`config.mk`:
```
export PLATFORM = sky130hd
export DESIGN_NAME = register_file_sb
export DESIGN_NICKNAME = d
export VERILOG_FILES = /design/src/rtl/register_file_sb.sv
export SDC_FILE = /design/constraint.sdc
export NUM_CORES = 1
export LEC_CHECK = 0
export BUFFER_PORTS_ARGS = -buffer_cell sky130_fd_sc_hd__buf_2
export CAP_MARGIN = 20
export CORE_ASPECT_RATIO = 0.7
export CORE_MARGIN = 5
export CORE_UTILIZATION = 60
export DETAILED_ROUTE_END_ITERATION = 8
export PLACE_DENSITY_LB_ADDON = 0.15
export SYNTH_ARGS = -nofsm -noshare
export SYNTH_HDL_FRONTEND = slang
export SYNTH_SLANG_ARGS = --single-unit
export TNS_END_PERCENT = 5
```
`constraint.sdc`:
```
create_clock -name clock -period 4.38 [get_ports clock]
set_input_delay 1.095 -clock clock [delete_from_list [all_inputs] [get_ports clock]]
set_output_delay 1.095 -clock clock [all_outputs]
set_load 0.01 [all_outputs]
```
`src/rtl/register_file_sb.sv`:
```
// General-purpose register file: two combinational read ports, one write port,
// optional write-to-read forwarding, optional zero register 0, busy scoreboard.
module register_file_sb #(
  parameter int DATA_W  = 16,
  parameter int ADDR_W  = 3,
  parameter int R0_ZERO = 0,
  parameter int BYPASS  = 1
) (
  input  logic              clock,
  input  logic              reset,
  input  logic [ADDR_W-1:0] ra_addr,
  input  logic [ADDR_W-1:0] rb_addr,
  output logic [DATA_W-1:0] ra_data,
  output logic [DATA_W-1:0] rb_data,
  output logic              ra_busy,
  output logic              rb_busy,
  input  logic              we,
  input  logic [ADDR_W-1:0] wa,
  input  logic [DATA_W-1:0] wd,
  input  logic              rsv,
  input  logic [ADDR_W-1:0] rsv_addr,
  output logic [ADDR_W:0]   busy_cnt,
  output logic              waw_err
);

  localparam int DEPTH = 2 ** ADDR_W;

  logic [DATA_W-1:0] regs [DEPTH];
  logic [DEPTH-1:0]  busy;
  logic [DEPTH-1:0]  busy_nxt;
  logic              wr_ok;
  logic              rsv_ok;
  logic              waw_hit;

  assign wr_ok  = we  && !(R0_ZERO != 0 && wa == '0);
  assign rsv_ok = rsv && !(R0_ZERO != 0 && rsv_addr == '0);
  // A writeback clearing the same register this cycle makes the re-reserve legal.
  assign waw_hit = rsv_ok && busy[rsv_addr] && !(wr_ok && wa == rsv_addr);

  always_comb begin
    busy_nxt = busy;
    if (wr_ok)  busy_nxt[wa]       = 1'b0;
    if (rsv_ok) busy_nxt[rsv_addr] = 1'b1;
  end

  function automatic logic [ADDR_W:0] popcount(input logic [DEPTH-1:0] v);
    logic [ADDR_W:0] n;
    n = '0;
    for (int i = 0; i < DEPTH; i++) n = n + (ADDR_W+1)'(v[i]);
    return n;
  endfunction

  always_ff @(posedge clock) begin
    if (reset) begin
      for (int i = 0; i < DEPTH; i++) regs[i] <= '0;
      busy     <= '0;
      busy_cnt <= '0;
      waw_err  <= 1'b0;
    end else begin
      if (wr_ok) regs[wa] <= wd;
      busy     <= busy_nxt;
      busy_cnt <= popcount(busy_nxt);
      if (waw_hit) waw_err <= 1'b1;
    end
  end

  always_comb begin
    ra_data = regs[ra_addr];
    ra_busy = busy[ra_addr];
    if (BYPASS != 0 && wr_ok && wa == ra_addr) begin
      ra_data = wd;
      ra_busy = rsv_ok && rsv_addr == wa;
    end
    if (R0_ZERO != 0 && ra_addr == '0) begin
      ra_data = '0;
      ra_busy = 1'b0;
    end
  end

  always_comb begin
    rb_data = regs[rb_addr];
    rb_busy = busy[rb_addr];
    if (BYPASS != 0 && wr_ok && wa == rb_addr) begin
      rb_data = wd;
      rb_busy = rsv_ok && rsv_addr == wa;
    end
    if (R0_ZERO != 0 && rb_addr == '0) begin
      rb_data = '0;
      rb_busy = 1'b0;
    end
  end

endmodule

```
==> summary.md <==
| Metric | Value |
|---|---|
| WL/cell | `25.17 µm` |
| Ys Warns | `0` |
| Worst Path Required | `4.68 ns` |
| P_leak | `3.607 nW` |
| Detailed Route WL | `about 21,000 µm` |
| H-Tree Depth | `4` |
| Cell area after placement | `8748 µm²` |
| Slowest stage cell on the critical path | `fa_1` |
| Met1 wire length | `8770 µm` |
| Hold_ws | `0.4653 ns` |
| Slew margin rel. | `0.2807` |
| DR DRC count | `0` |
| Ys flop type | `edfxtp_1` |
| Status | `finished clean` |
| Worst setup path start | `we` |
| GP Congestion | `0.8468` |
| Rows | `35` |
| Reg2reg setup slack | `1.24 ns` |
| Place WS | `around 0.097 ns` |
| CP most frequent cell | `fa_1` |
| Critical path buffer and inverter count | `4` |
| Setup crit end kind | `register` |
| EDFF count, synth | `128` |
| Average size of a mapped cell | `14.28 µm²` |
| Seq/Total Area, Yosys | `0.5007` |
| Critical Path, Cell by Cell | `buf_2 -> nor2b_4 -> nand3_1 -> a32o_1 -> fa_1 -> inv_1 -> fa_1 -> fa_1 -> inv_1 -> ha_1 -> inv_1 -> fa_1 -> xor2_1 -> nor2_1` |
| Top sig layer | `met4` |
| Cell Area, Synth | `8197 µm²` |
| Worst-Skew Late Latency | `0.42 ns` |
| Filler cells | `926` |
| Max-slew violations | `0` |
| Met2 wire len | `roughly 10,000 µm` |
| Cell Pwr Density | `386.5 nW/µm²` |
| TritonCTS Sinks | `roughly 140` |
| Final hold viol count | `0` |
| PostCTS Resize Cnt | `0` |
| Vias in the first global route | `5,531` |
| Die footprint | `16,140 µm²` |
| Distinct cells, synth | `44` |
| Die Y | `107.8 µm` |
| Setup_tns | `0 ns` |
| Final HPWL DP | `around 13,000 µm` |
| Startpoint types | `input port` |
| Core Area | `13,270 µm²` |
| # port buffers | `70` |
| Initial antenna violation count | `0` |
| R2r startpoint | `busy[0]` |
| Power Total | `3.611 mW` |
| VDD IR max | `0.3286 mV` |
| Crit Path Category | `in2reg` |
| IO Count | `between 70 and 80` |
| Synthesized Nets | `613` |
| CTS max path bufs | `2` |
| Async set or reset register ratio after synthesis | `0` |
| Largest net degree at the start of global routing | `36` |
| Final setup violation count | `0` |
| Die width | `149.7 µm` |
| CP peak stage delay | `0.51 ns` |
| RSZ-0062 raised after global routing | `no` |
| Synthesis-to-layout area growth | `13.98%` |
| Fin worst setup slack | `approximately 0.48 ns` |
| Starting Density | `0.6177` |
| Period utilisation layout | `0.8897` |
| Antenna-violating nets left | `0` |
| Iter 0 DRT Violations | `595` |
| CP Data Arrival Time | `4.19 ns` |
| Gr usage total | `0.2792` |
| Global route overflow | `0` |
| Max_cap viols | `0` |
| Fin crit period | `3.897 ns` |
| Top delay family on crit path | `adder cells` |
| First-pass GRT wire length | `32,940 µm` |
| DR WL met3 | `1811 µm` |
| Synth Register Bits | `between 100 and 150` |
| Clk root buf | `clkbuf_16` |
| Clock buffer count from CTS | `17` |
| Post-DR vias/cell | `~6.3` |
| Post-CTS Setup Repair Bufs | `0` |
| CTS tree | `built` |
| Clk slew on worst S/H paths | `0.06 ns` |
| Drt pass-1 iters | `5` |
| Actual slew at the worst max-slew pin | `1.079 ns` |
| Hold path startpoint | `waw_err` |
| Vias post-DR | `5,335` |
| Antenna Cells | `0` |
| Crit-path max FO | `5` |
| CTS Hold Bufs | `0` |
| Worst min path class | `reg2reg` |
| Fin Clk Skew | `0.007107 ns` |
| Fin nets | `689` |
| Share of cells above drive strength 1 | `0.3017` |
| FMAX | `256.6 MHz` |
| Design area | `9343 µm²` |
| Cell count after synthesis | `574` |
## registers in the layout, summed over array words and instances (netlist names)
signal,count
busy,8
busy_cnt,4
regs,128
waw_err,1
## metrics by stage
| step | instances | utilization |
|---|---|---|
| finish | 848 | 0.7041 |
| floorplan | 574 | - |
| global placement | 816 | 0.6593 |
| CTS | 848 | 0.7041 |
| detailed placement | 816 | 0.6593 |
| global route | 848 | 0.7041 |
## worst min-delay path: stages (launching register included)
cell     delay, ns
dfxtp_1       0.31
inv_1         0.04
o22ai_1       0.07
## final timing paths
kind / end / depth (start not counted)
min: waw_err / 2
min reg2reg: waw_err / 2
max reg2reg: busy_cnt[2] / 11
max: busy_cnt[2] / 14
## power breakdown
group	switching, mW	leakage (nW)	internal, mW
clock network	0.581	0.283	0.896
logic	0.280	1.98	0.247
registers	0.0487	1.34	1.56
## cell usage after synthesis, types with 4 or more instances
master | instances | area, µm²
and2_2 | 6 | 45.04
inv_1 | 7 | 26.28
mux2i_1 | 40 | 400.4
mux4_1 | 19 | 499.2
and2_1 | 122 | 763.2
nand3_1 | 4 | 20.02
fa_1 | 4 | 80.08
dfxtp_1 | 13 | 260.3
buf_4 | 6 | 45.04
edfxtp_1 | 128 | 3844
a21oi_1 | 34 | 170.2
clkbuf_2 | 6 | 30.03
nor2b_1 | 8 | 50.05
nor2_1 | 41 | 153.9
mux4_2 | 49 | 1104
nand2_1 | 4 | 15.01
nand2b_1 | 8 | 50.05
buf_2 | 15 | 75.07
xnor2_1 | 6 | 52.55
buf_6 | 11 | 123.9
## cells by family after synthesis
kind of cell | Yosys count | synth area share
simple gates | 212 | 0.1563
xor+xnor | 10 | 0.01160
buf+inv | 47 | 0.03755
flops | 141 | 0.5007
mux | 108 | 0.2444
fa+ha+maj | 7 | 0.01435
compound gates | 49 | 0.03511
## placed cells by master (no fill, tap or decap), types with 4 or more instances in the layout
cell | synthesis | layout
a21oi_1 | 34 | 34
and2_1 | 122 | 122
and2_2 | 6 | 6
buf_2 | 15 | 70
buf_4 | 6 | 24
clkbuf_16 | 0 | 17
dfxtp_1 | 13 | 13
edfxtp_1 | 128 | 128
fa_1 | 4 | 4
inv_1 | 7 | 7
inv_6 | 0 | 4
mux2i_1 | 40 | 40
mux4_1 | 19 | 19
mux4_2 | 49 | 49
nand2_1 | 4 | 4
nand2b_1 | 8 | 8
nand3_1 | 4 | 4
nor2_1 | 41 | 41
nor2b_1 | 8 | 8
xnor2_1 | 6 | 6
## layer usage
layer	GRT usage	vias up
met5	0	-
met4	0.06397	0
met3	0.06103	27
met2	0.4619	270
met1	0.3837	2711
li1	-	2327
## layout make-up
| type | instances | area, µm² | area share |
|---|---|---|---|
| inverter | 7 | 26.28 | 0.002812 |
| timing repair buffer | 97 | 590.6 | 0.06321 |
| clock buffer | 18 | 429.2 | 0.04594 |
| sequential | 141 | 4104 | 0.4393 |
| tap | 185 | 231.5 | 0.02478 |
| clock inverter | 14 | 165.2 | 0.01768 |
| multi-input combinational | 386 | 3796 | 0.4063 |
No activity file was read; power rests on OpenSTA's default activity.
